[src/rtl/decode_pkg.sv]
// Shared encodings, decoded-bundle type and immediate-extension helper for
// the registered instruction decoder.
package decode_pkg;

  // Opcode field instr[15:12]; immediate forms reuse the register-op ext codes
  localparam logic [3:0] OP_REG   = 4'b0000;
  localparam logic [3:0] OP_ANDI  = 4'b0001;
  localparam logic [3:0] OP_ORI   = 4'b0010;
  localparam logic [3:0] OP_XORI  = 4'b0011;
  localparam logic [3:0] OP_MEM   = 4'b0100;
  localparam logic [3:0] OP_ADDI  = 4'b0101;
  localparam logic [3:0] OP_ADDUI = 4'b0110;
  localparam logic [3:0] OP_ADDCI = 4'b0111;
  localparam logic [3:0] OP_RSHI  = 4'b1000;
  localparam logic [3:0] OP_SUBI  = 4'b1001;
  localparam logic [3:0] OP_SUBCI = 4'b1010;
  localparam logic [3:0] OP_CMPI  = 4'b1011;
  localparam logic [3:0] OP_LSHI  = 4'b1100;
  localparam logic [3:0] OP_MOVI  = 4'b1101;
  localparam logic [3:0] OP_MULI  = 4'b1110;
  localparam logic [3:0] OP_ARSHI = 4'b1111;

  localparam logic [3:0] EXT_WAIT = 4'b0000;
  localparam logic [3:0] EXT_AND  = 4'b0001;
  localparam logic [3:0] EXT_OR   = 4'b0010;
  localparam logic [3:0] EXT_XOR  = 4'b0011;
  localparam logic [3:0] EXT_NOT  = 4'b0100;
  localparam logic [3:0] EXT_ADD  = 4'b0101;
  localparam logic [3:0] EXT_ADDU = 4'b0110;
  localparam logic [3:0] EXT_ADDC = 4'b0111;
  localparam logic [3:0] EXT_RSH  = 4'b1000;
  localparam logic [3:0] EXT_SUB  = 4'b1001;
  localparam logic [3:0] EXT_SUBC = 4'b1010;
  localparam logic [3:0] EXT_CMP  = 4'b1011;
  localparam logic [3:0] EXT_LSH  = 4'b1100;
  localparam logic [3:0] EXT_MOV  = 4'b1101;
  localparam logic [3:0] EXT_MUL  = 4'b1110;
  localparam logic [3:0] EXT_ARSH = 4'b1111;
  localparam logic [3:0] EXT_LOAD = 4'b0000;
  localparam logic [3:0] EXT_STOR = 4'b0100;

  typedef enum logic [4:0] {
    ALU_NOP  = 5'd0,  ALU_ADD  = 5'd1,  ALU_ADDU = 5'd2,  ALU_ADDC = 5'd3,
    ALU_SUB  = 5'd4,  ALU_SUBC = 5'd5,  ALU_CMP  = 5'd6,  ALU_MUL  = 5'd7,
    ALU_AND  = 5'd8,  ALU_OR   = 5'd9,  ALU_XOR  = 5'd10, ALU_NOT  = 5'd11,
    ALU_MOV  = 5'd12, ALU_LSH  = 5'd13, ALU_RSH  = 5'd14, ALU_ARSH = 5'd15,
    ALU_LOAD = 5'd16, ALU_STOR = 5'd17
  } alu_op_e;

  // wen is kept at the full 4-bit field span; imm is pre-extended to 16 bits
  // and sign-carried, so the top widens it to DATA_W at the output.
  typedef struct packed {
    alu_op_e     alu_op;
    logic [3:0]  rdest;
    logic [3:0]  rsrc;
    logic [15:0] wen;
    logic [15:0] imm;
    logic        imm_sel;
    logic        flag_en;
    logic        mem_rd;
    logic        mem_wr;
    logic        illegal;
  } dec_bundle_t;

  function automatic alu_op_e alu_of(input logic [3:0] code);
    case (code)
      EXT_AND:  alu_of = ALU_AND;
      EXT_OR:   alu_of = ALU_OR;
      EXT_XOR:  alu_of = ALU_XOR;
      EXT_NOT:  alu_of = ALU_NOT;
      EXT_ADD:  alu_of = ALU_ADD;
      EXT_ADDU: alu_of = ALU_ADDU;
      EXT_ADDC: alu_of = ALU_ADDC;
      EXT_RSH:  alu_of = ALU_RSH;
      EXT_SUB:  alu_of = ALU_SUB;
      EXT_SUBC: alu_of = ALU_SUBC;
      EXT_CMP:  alu_of = ALU_CMP;
      EXT_LSH:  alu_of = ALU_LSH;
      EXT_MOV:  alu_of = ALU_MOV;
      EXT_MUL:  alu_of = ALU_MUL;
      EXT_ARSH: alu_of = ALU_ARSH;
      default:  alu_of = ALU_NOP;
    endcase
  endfunction

  function automatic logic updates_flags(input alu_op_e op);
    case (op)
      ALU_ADD, ALU_ADDU, ALU_ADDC, ALU_SUB, ALU_SUBC, ALU_MUL, ALU_CMP:
        updates_flags = 1'b1;
      default:
        updates_flags = 1'b0;
    endcase
  endfunction

  function automatic logic [15:0] ext_imm(input logic [15:0] instr);
    case (instr[15:12])
      OP_ADDI, OP_ADDCI, OP_SUBI, OP_SUBCI, OP_CMPI, OP_MULI:
        ext_imm = {{8{instr[7]}}, instr[7:0]};
      OP_ADDUI, OP_MOVI, OP_ANDI, OP_ORI, OP_XORI:
        ext_imm = {8'h00, instr[7:0]};
      OP_LSHI, OP_RSHI, OP_ARSHI:
        ext_imm = {12'h000, instr[3:0]};
      default:
        ext_imm = 16'h0000;
    endcase
  endfunction

endpackage

[src/rtl/instr_decode_queue_if.sv]
// Fetch-side instruction handshake plus execute-side decoded-bundle handshake.
interface instr_decode_queue_if
  import decode_pkg::*;
#(
  parameter int DATA_W   = 16,
  parameter int NUM_REGS = 16
);
  logic [15:0]         instr;
  logic                instr_valid;
  logic                instr_ready;
  logic                dec_valid;
  logic                dec_ready;
  alu_op_e             dec_alu_op;
  logic [3:0]          dec_rdest;
  logic [3:0]          dec_rsrc;
  logic [NUM_REGS-1:0] dec_wen;
  logic [DATA_W-1:0]   dec_imm;
  logic                dec_imm_sel;
  logic                dec_flag_en;
  logic                dec_mem_rd;
  logic                dec_mem_wr;
  logic                dec_illegal;

  modport slave (
    input  instr, instr_valid, dec_ready,
    output instr_ready, dec_valid, dec_alu_op, dec_rdest, dec_rsrc, dec_wen,
           dec_imm, dec_imm_sel, dec_flag_en, dec_mem_rd, dec_mem_wr, dec_illegal
  );

  modport master (
    output instr, instr_valid, dec_ready,
    input  instr_ready, dec_valid, dec_alu_op, dec_rdest, dec_rsrc, dec_wen,
           dec_imm, dec_imm_sel, dec_flag_en, dec_mem_rd, dec_mem_wr, dec_illegal
  );
endinterface

[src/rtl/decode_logic.sv]
// Combinational instruction -> decoded bundle translation; no state.
module decode_logic
  import decode_pkg::*;
#(
  parameter int NUM_REGS = 16
) (
  input  logic [15:0] instr,
  output dec_bundle_t bundle
);

  dec_bundle_t bundle_s;
  logic        legal_s;
  logic        writes_s;
  logic        reg_oob_s;

  // Classify the opcode, then derive enables; illegal encodings collapse to a NOP
  always_comb begin
    bundle_s       = '0;
    bundle_s.rdest = instr[11:8];
    bundle_s.rsrc  = instr[3:0];
    legal_s        = 1'b1;
    case (instr[15:12])
      OP_REG: begin
        bundle_s.alu_op = alu_of(instr[7:4]);
      end
      OP_MEM: begin
        case (instr[7:4])
          EXT_LOAD: begin
            bundle_s.alu_op = ALU_LOAD;
            bundle_s.mem_rd = 1'b1;
          end
          EXT_STOR: begin
            bundle_s.alu_op = ALU_STOR;
            bundle_s.mem_wr = 1'b1;
          end
          default: legal_s = 1'b0;
        endcase
      end
      default: begin
        bundle_s.alu_op  = alu_of(instr[15:12]);
        bundle_s.imm     = ext_imm(instr);
        bundle_s.imm_sel = 1'b1;
      end
    endcase

    bundle_s.flag_en = updates_flags(bundle_s.alu_op);
    writes_s  = !(bundle_s.alu_op inside {ALU_NOP, ALU_CMP, ALU_STOR});
    reg_oob_s = ({1'b0, instr[11:8]} >= 5'(NUM_REGS));
    legal_s   = legal_s & ~(writes_s & reg_oob_s);

    if (legal_s) begin
      bundle_s.wen = writes_s ? (16'h0001 << instr[11:8]) : 16'h0000;
    end else begin
      bundle_s         = '0;
      bundle_s.rdest   = instr[11:8];
      bundle_s.rsrc    = instr[3:0];
      bundle_s.illegal = 1'b1;
    end
  end

  assign bundle = bundle_s;

endmodule

[src/rtl/instr_decode_queue.sv]
// Registered instruction decoder feeding a DEPTH-entry FIFO of decoded bundles.
// Optional illegal-instruction trap: define DECODE_ILLEGAL_TRAP_EN.
module instr_decode_queue
  import decode_pkg::*;
#(
  parameter int DATA_W   = 16,
  parameter int DEPTH    = 2,
  parameter int NUM_REGS = 16
) (
  input  logic                 clk,
  input  logic                 reset,
  input  logic                 flush,
  input  logic                 decode_en,
  instr_decode_queue_if.slave  bus,
  output logic                 illegal_sticky
);

  localparam int PTR_W = (DEPTH > 1) ? $clog2(DEPTH) : 1;
  localparam int CNT_W = PTR_W + 1;

  dec_bundle_t      dec_s;
  dec_bundle_t      mem_q [DEPTH];
  dec_bundle_t      mem_d [DEPTH];
  dec_bundle_t      out_q, out_d;
  logic [PTR_W-1:0] wr_ptr_q, wr_ptr_d, rd_ptr_q, rd_ptr_d;
  logic [CNT_W-1:0] count_q, count_d;
  logic             valid_q, valid_d;
  logic             run_q;
  logic             trap_s, ready_s, push_s, pop_s;

  decode_logic #(.NUM_REGS(NUM_REGS)) u_decode (
    .instr  (bus.instr),
    .bundle (dec_s)
  );

  assign ready_s = decode_en & run_q & ~trap_s & (count_q < CNT_W'(DEPTH));
  assign push_s  = bus.instr_valid & ready_s;
  assign pop_s   = valid_q & bus.dec_ready;

  // Next FIFO state; the output register reloads whenever the head changes
  // and otherwise keeps the last bundle presented
  always_comb begin
    mem_d    = mem_q;
    wr_ptr_d = wr_ptr_q;
    rd_ptr_d = rd_ptr_q;
    count_d  = count_q;
    if (flush) begin
      wr_ptr_d = '0;
      rd_ptr_d = '0;
      count_d  = '0;
    end else begin
      if (push_s) begin
        mem_d[wr_ptr_q] = dec_s;
        wr_ptr_d        = wr_ptr_q + PTR_W'(1);
      end else begin
        wr_ptr_d = wr_ptr_q;
      end
      if (pop_s) begin
        rd_ptr_d = rd_ptr_q + PTR_W'(1);
      end else begin
        rd_ptr_d = rd_ptr_q;
      end
      case ({push_s, pop_s})
        2'b10:   count_d = count_q + CNT_W'(1);
        2'b01:   count_d = count_q - CNT_W'(1);
        default: count_d = count_q;
      endcase
    end
    valid_d = (count_d != '0);
    out_d   = valid_d ? mem_d[rd_ptr_d] : out_q;
  end

  // FIFO storage, pointers and registered head outputs
  always_ff @(posedge clk or negedge reset) begin
    if (!reset) begin
      for (int i = 0; i < DEPTH; i++) mem_q[i] <= '0;
      wr_ptr_q <= '0;
      rd_ptr_q <= '0;
      count_q  <= '0;
      valid_q  <= 1'b0;
      out_q    <= '0;
      run_q    <= 1'b0;
    end else begin
      mem_q    <= mem_d;
      wr_ptr_q <= wr_ptr_d;
      rd_ptr_q <= rd_ptr_d;
      count_q  <= count_d;
      valid_q  <= valid_d;
      out_q    <= out_d;
      run_q    <= 1'b1;
    end
  end

`ifdef DECODE_ILLEGAL_TRAP_EN
  logic sticky_q, sticky_d;

  // A dropped push under flush must not arm the trap
  always_comb begin
    if (flush) begin
      sticky_d = 1'b0;
    end else if (push_s && dec_s.illegal) begin
      sticky_d = 1'b1;
    end else begin
      sticky_d = sticky_q;
    end
  end

  // Trap latch
  always_ff @(posedge clk or negedge reset) begin
    if (!reset) begin
      sticky_q <= 1'b0;
    end else begin
      sticky_q <= sticky_d;
    end
  end

  assign trap_s         = sticky_q;
  assign illegal_sticky = sticky_q;
`else
  assign trap_s         = 1'b0;
  assign illegal_sticky = 1'b0;
`endif

  assign bus.instr_ready = ready_s;
  assign bus.dec_valid   = valid_q;
  assign bus.dec_alu_op  = out_q.alu_op;
  assign bus.dec_rdest   = out_q.rdest;
  assign bus.dec_rsrc    = out_q.rsrc;
  assign bus.dec_wen     = out_q.wen[NUM_REGS-1:0];
  assign bus.dec_imm     = DATA_W'($signed(out_q.imm));
  assign bus.dec_imm_sel = out_q.imm_sel;
  assign bus.dec_flag_en = out_q.flag_en;
  assign bus.dec_mem_rd  = out_q.mem_rd;
  assign bus.dec_mem_wr  = out_q.mem_wr;
  assign bus.dec_illegal = out_q.illegal;

endmodule

[src/flat_wrapper.sv]
// flat-port wrapper written by rule: the top's interface ports become plain ports
module instr_decode_queue_flat import decode_pkg::*;
#(
  parameter int DATA_W   = 16,
  parameter int DEPTH    = 2,
  parameter int NUM_REGS = 16
)
  (clk, reset, flush, decode_en, illegal_sticky, bus_instr, bus_instr_valid, bus_dec_ready, bus_instr_ready, bus_dec_valid, bus_dec_alu_op, bus_dec_rdest, bus_dec_rsrc, bus_dec_wen, bus_dec_imm, bus_dec_imm_sel, bus_dec_flag_en, bus_dec_mem_rd, bus_dec_mem_wr, bus_dec_illegal);
  instr_decode_queue_if #(.DATA_W(DATA_W), .NUM_REGS(NUM_REGS)) bus_i ();
  input  logic clk;
  input  logic reset;
  input  logic flush;
  input  logic decode_en;
  output logic illegal_sticky;
  input wire logic [$bits(bus_i.instr)-1:0] bus_instr;
  input wire logic [$bits(bus_i.instr_valid)-1:0] bus_instr_valid;
  input wire logic [$bits(bus_i.dec_ready)-1:0] bus_dec_ready;
  output wire logic [$bits(bus_i.instr_ready)-1:0] bus_instr_ready;
  output wire logic [$bits(bus_i.dec_valid)-1:0] bus_dec_valid;
  output wire logic [$bits(bus_i.dec_alu_op)-1:0] bus_dec_alu_op;
  output wire logic [$bits(bus_i.dec_rdest)-1:0] bus_dec_rdest;
  output wire logic [$bits(bus_i.dec_rsrc)-1:0] bus_dec_rsrc;
  output wire logic [$bits(bus_i.dec_wen)-1:0] bus_dec_wen;
  output wire logic [$bits(bus_i.dec_imm)-1:0] bus_dec_imm;
  output wire logic [$bits(bus_i.dec_imm_sel)-1:0] bus_dec_imm_sel;
  output wire logic [$bits(bus_i.dec_flag_en)-1:0] bus_dec_flag_en;
  output wire logic [$bits(bus_i.dec_mem_rd)-1:0] bus_dec_mem_rd;
  output wire logic [$bits(bus_i.dec_mem_wr)-1:0] bus_dec_mem_wr;
  output wire logic [$bits(bus_i.dec_illegal)-1:0] bus_dec_illegal;
  assign bus_i.instr = bus_instr;
  assign bus_i.instr_valid = bus_instr_valid;
  assign bus_i.dec_ready = bus_dec_ready;
  assign bus_instr_ready = bus_i.instr_ready;
  assign bus_dec_valid = bus_i.dec_valid;
  assign bus_dec_alu_op = bus_i.dec_alu_op;
  assign bus_dec_rdest = bus_i.dec_rdest;
  assign bus_dec_rsrc = bus_i.dec_rsrc;
  assign bus_dec_wen = bus_i.dec_wen;
  assign bus_dec_imm = bus_i.dec_imm;
  assign bus_dec_imm_sel = bus_i.dec_imm_sel;
  assign bus_dec_flag_en = bus_i.dec_flag_en;
  assign bus_dec_mem_rd = bus_i.dec_mem_rd;
  assign bus_dec_mem_wr = bus_i.dec_mem_wr;
  assign bus_dec_illegal = bus_i.dec_illegal;
  instr_decode_queue #(.DATA_W(DATA_W), .DEPTH(DEPTH), .NUM_REGS(NUM_REGS)) u_core (.clk(clk), .reset(reset), .flush(flush), .decode_en(decode_en), .bus(bus_i), .illegal_sticky(illegal_sticky));
endmodule
[config.mk]
export PLATFORM = sky130hd
export DESIGN_NAME = instr_decode_queue_flat
export DESIGN_NICKNAME = d
export VERILOG_FILES = /design/src/rtl/decode_pkg.sv /design/src/rtl/instr_decode_queue_if.sv /design/src/rtl/decode_logic.sv /design/src/rtl/instr_decode_queue.sv /design/src/flat_wrapper.sv
export SDC_FILE = /design/constraint.sdc
export NUM_CORES = 1
export LEC_CHECK = 0
export BUFFER_PORTS_ARGS = -buffer_cell sky130_fd_sc_hd__buf_2
export CAP_MARGIN = 20
export CORE_ASPECT_RATIO = 0.5
export CORE_UTILIZATION = 50
export DETAILED_ROUTE_END_ITERATION = 7
export PLACE_DENSITY = 0.68
export SYNTH_ARGS = -nofsm -noshare
export SYNTH_HDL_FRONTEND = slang
export SYNTH_SLANG_ARGS = --single-unit
[constraint.sdc]
create_clock -name clk -period 3.8 [get_ports clk]
set_clock_uncertainty 0.2 [all_clocks]
set_input_delay 0.38 -clock clk [delete_from_list [all_inputs] [get_ports clk]]
set_output_delay 0.38 -clock clk [all_outputs]
set_load 0.02 [all_outputs]
==> flow_summary.yaml <==
clock_network:
  cts_sinks: 156
  cts_buffers: 17
  clkTransAtPathRegs_ps: 70
  cts_max_level: 4
  root_buffer: "clkbuf_16"
  cts_tree: "done"
  clock_latency_ps: 420
  cts.path.max_buffers: 2
layout:
  layout_common_cells: "dfrtp_1, nand2_1, buf_2"
  layout-drive-gt1-share_pct: 16.5
  diodes: 0
  nNetsFinal: 833
  final_cells: 1004
  finish.instance_area_sq_um: 8260
  final_common_cell: "dfrtp_1"
  utilization_pct: 60.2
  areaGrowthSynthToFinish_pct: 15.8
timing:
  fin_setup_tns_ps: 0
  maxSlewHeadroom_pct: 44.8
  fmax_mhz: 309
  setup_slack_ps: 564
  min_period_ps: 3240
  rsz0062_at_grt: "false"
  setup_viol: 0
  drv_slew: 0
  period_share_pct: 85.2
  hold_violations: 0
  whs_ps: 25.3
  worst_slew_pin_slew_ps: 807
grt:
  antenna_found_initial: 0
  grt_pass1_vias: 5408
  grtUsageTotal_pct: 24.5
  grt_max_degree: 81
  grt_overflow: 0
  grt_pass1_wl_microns: 27900
power_and_ir_drop:
  peakVddDrop_mv: 0.348
  total_power_mw: 5.62
  power_density_nw_per_um2: 680
  power.leakage_nw: 4.01
setup_path:
  r2r-end: "u_core.bus.dec_wen[1]"
  crit_chain: "and4b_1 -> inv_2 -> ha_1 -> or3_1 -> a21oi_1 -> nor2_1 -> inv_2 -> nand2_1 -> a311oi_1 -> nor3_1"
  crit_path_start_kind: "register"
  crit_path_max_fanout: 36
  cp_common_cell: "inv_2"
  cp.required_ps: 3900
  rrSetupSlack_ps: 560
  arrival_ps: 3340
  worst-path-buf-inv: 2
  max_stage_delay_ps: 480
  crit_type: "register to register"
  crit_cells: 10
  ff2ff_path_depth: 10
  endpoint_kind: "register"
  reg2reg_from: "u_core.count_q[1]"
  cpLargestDelayFamily: "simple AND/OR/NAND/NOR gates"
  crit_slowest_cell: "inv_2"
route:
  drc: 0
  wirelength_microns: 16900
  detail-route-antenna-nets: 0
  wl_per_cell_microns: 16.9
  first_pass_iters: 5
  drtIter0Drc: 531
  vias_per_cell: 5.62
  vias: 5646
synthesis:
  synthAdderAreaFrac_pct: 2.10
  synth_xor_area_share_pct: 0.491
  synth-main-ff-cell: "dfrtp_1"
  ys_types: 65
  synth_nets: 778
  yosys_warnings: 0
  synth_simple_gate_area_share_pct: 17.4
  synth_top_family_by_area: "simple AND/OR/NAND/NOR gates"
  syn_inst: 744
  synth-edff-count: 0
  ys_ff_latch: 156
  yosysSeqAreaShare_pct: 54.7
  avgSynthCellArea_sq_um: 9.60
  syn_area_sq_um: 7140
  synthMuxAreaShare_pct: 4.75
  synthArstFlopShare_pct: 100
  synth-compound-area-share_pct: 16.4
die:
  die_area_sq_um: 14800
  rows: 30
  core_sq_um: 13700
  start_util_pct: 52.0
  die_x_microns: 171
  ioPinCount: 75
  die_y_microns: 86.5
min_path:
  whs_path_depth: 3
  hold_path_end: "u_core.mem_q[89]"
  min_from: "bus_instr[2]"
  worstHoldPathType: "primary input to register"
placed_design:
  dpl.hpwl_microns: 10800
  io_buffers: 73
  dp_cells: 970
  gp_congestion: 0.941
  pre_cts_slack_ps: 609
  postPlaceCellArea_sq_um: 7650
status:
  outcome: "finished, final reports clean"
job:
  drv_cap: 0
metal layers:
layer	vias to the layer above	wire (microns)	GRT usage [%]
met5	-	0	0
met4	0	191	7.06
met3	24	1000	4.70
met2	201	7590	38.2
met1	2727	8160	35.0
li1	2694	-	-
area by class of cell:
| cell class | count | area (sq um) |
|---|---|---|
| fill | 1176 | 5470 |
| sequential | 156 | 3900 |
| multi-input combinational | 520 | 2950 |
| timing repair buffer | 88 | 514 |
| clock buffer | 17 | 425 |
| tap | 192 | 240 |
| clock inverter | 15 | 166 |
| inverter | 16 | 60.1 |
what timing repair did:
| item | in CTS | in global routing |
|---|---|---|
| buffers inserted | 0 | 0 |
| hold buffers | 2 | 0 |
| hold endpoints to repair | 80 | 0 |
| resized for setup | 0 | 0 |
power by group:
part | switching (mW) | total (mW) | internal (mW)
Clock | 0.797 | 1.68 | 0.885
Combinational | 1.09 | 1.67 | 0.586
Sequential | 0.201 | 2.27 | 2.06
Total | 2.08 | 5.62 | 3.54
cells in the mapped netlist (4+ instances only):
master | n | share of area, %
nand2b_1 | 6 | 0.53
o21ai_0 | 58 | 4.1
clkbuf_1 | 33 | 1.7
nor3_1 | 8 | 0.56
nand2_1 | 140 | 7.4
and3_1 | 5 | 0.44
o31ai_1 | 5 | 0.53
or3_1 | 4 | 0.35
mux2i_1 | 29 | 4.1
nor2b_1 | 4 | 0.35
a21o_1 | 18 | 1.9
and2_1 | 9 | 0.79
o21bai_1 | 4 | 0.42
nor2_1 | 65 | 3.4
ha_1 | 12 | 2.1
a21oi_1 | 31 | 2.2
inv_1 | 14 | 0.74
buf_2 | 10 | 0.70
a311oi_1 | 5 | 0.61
buf_1 | 5 | 0.26
dfrtp_1 | 156 | 55
a31oi_1 | 30 | 2.6
a211oi_1 | 13 | 1.4
or2_2 | 4 | 0.35
nand3_1 | 22 | 1.5
worst max-delay path by stage:
stage                      startpoint                endpoint  slack (ps)
finish              u_core.count_q[1]   u_core.bus.dec_wen[1]         560
CTS                 u_core.count_q[1]   u_core.bus.dec_wen[1]         610
global placement            decode_en   u_core.bus.dec_wen[4]         710
floorplan           u_core.count_q[1]  u_core.bus.dec_wen[10]        1020
global route        u_core.count_q[1]   u_core.bus.dec_wen[1]         360
detailed placement          decode_en   u_core.bus.dec_wen[1]         610
state kept, by name, indices dropped and copies added (netlist names):
name                    cells
u_core.bus.dec_flag_en      1
u_core.rd_ptr_q             1
u_core.run_q                1
u_core.bus.dec_rdest        4
u_core.count_q              2
u_core.bus.dec_imm_sel      1
u_core.bus.dec_valid        1
u_core.bus.dec_rsrc         4
u_core.bus.dec_mem_wr       1
u_core.bus.dec_imm         16
u_core.bus.dec_alu_op       5
u_core.bus.dec_mem_rd       1
u_core.bus.dec_wen         16
u_core.mem_q              100
u_core.bus.dec_illegal      1
u_core.wr_ptr_q             1
cell families (layout without fill, tap and decap cells):
logic type	Yosys count	after routing
fa+ha+maj	12	12
xor+xnor	4	4
flops	156	156
compound gates	186	186
simple gates	283	283
other cells	2	2
mux	33	33
buf+inv	68	136
worst reg2reg max path, delay by kind of cell (launching register included):
family / cells / cell delay (ps)
AO/OA/AOI/OAI: 2 / 470
adder cells (fa/ha/maj): 1 / 310
buffers and inverters: 2 / 540
flip-flops: 1 / 400
AND/OR/NAND/NOR: 5 / 1200
Power figures use the tool's default switching activity.
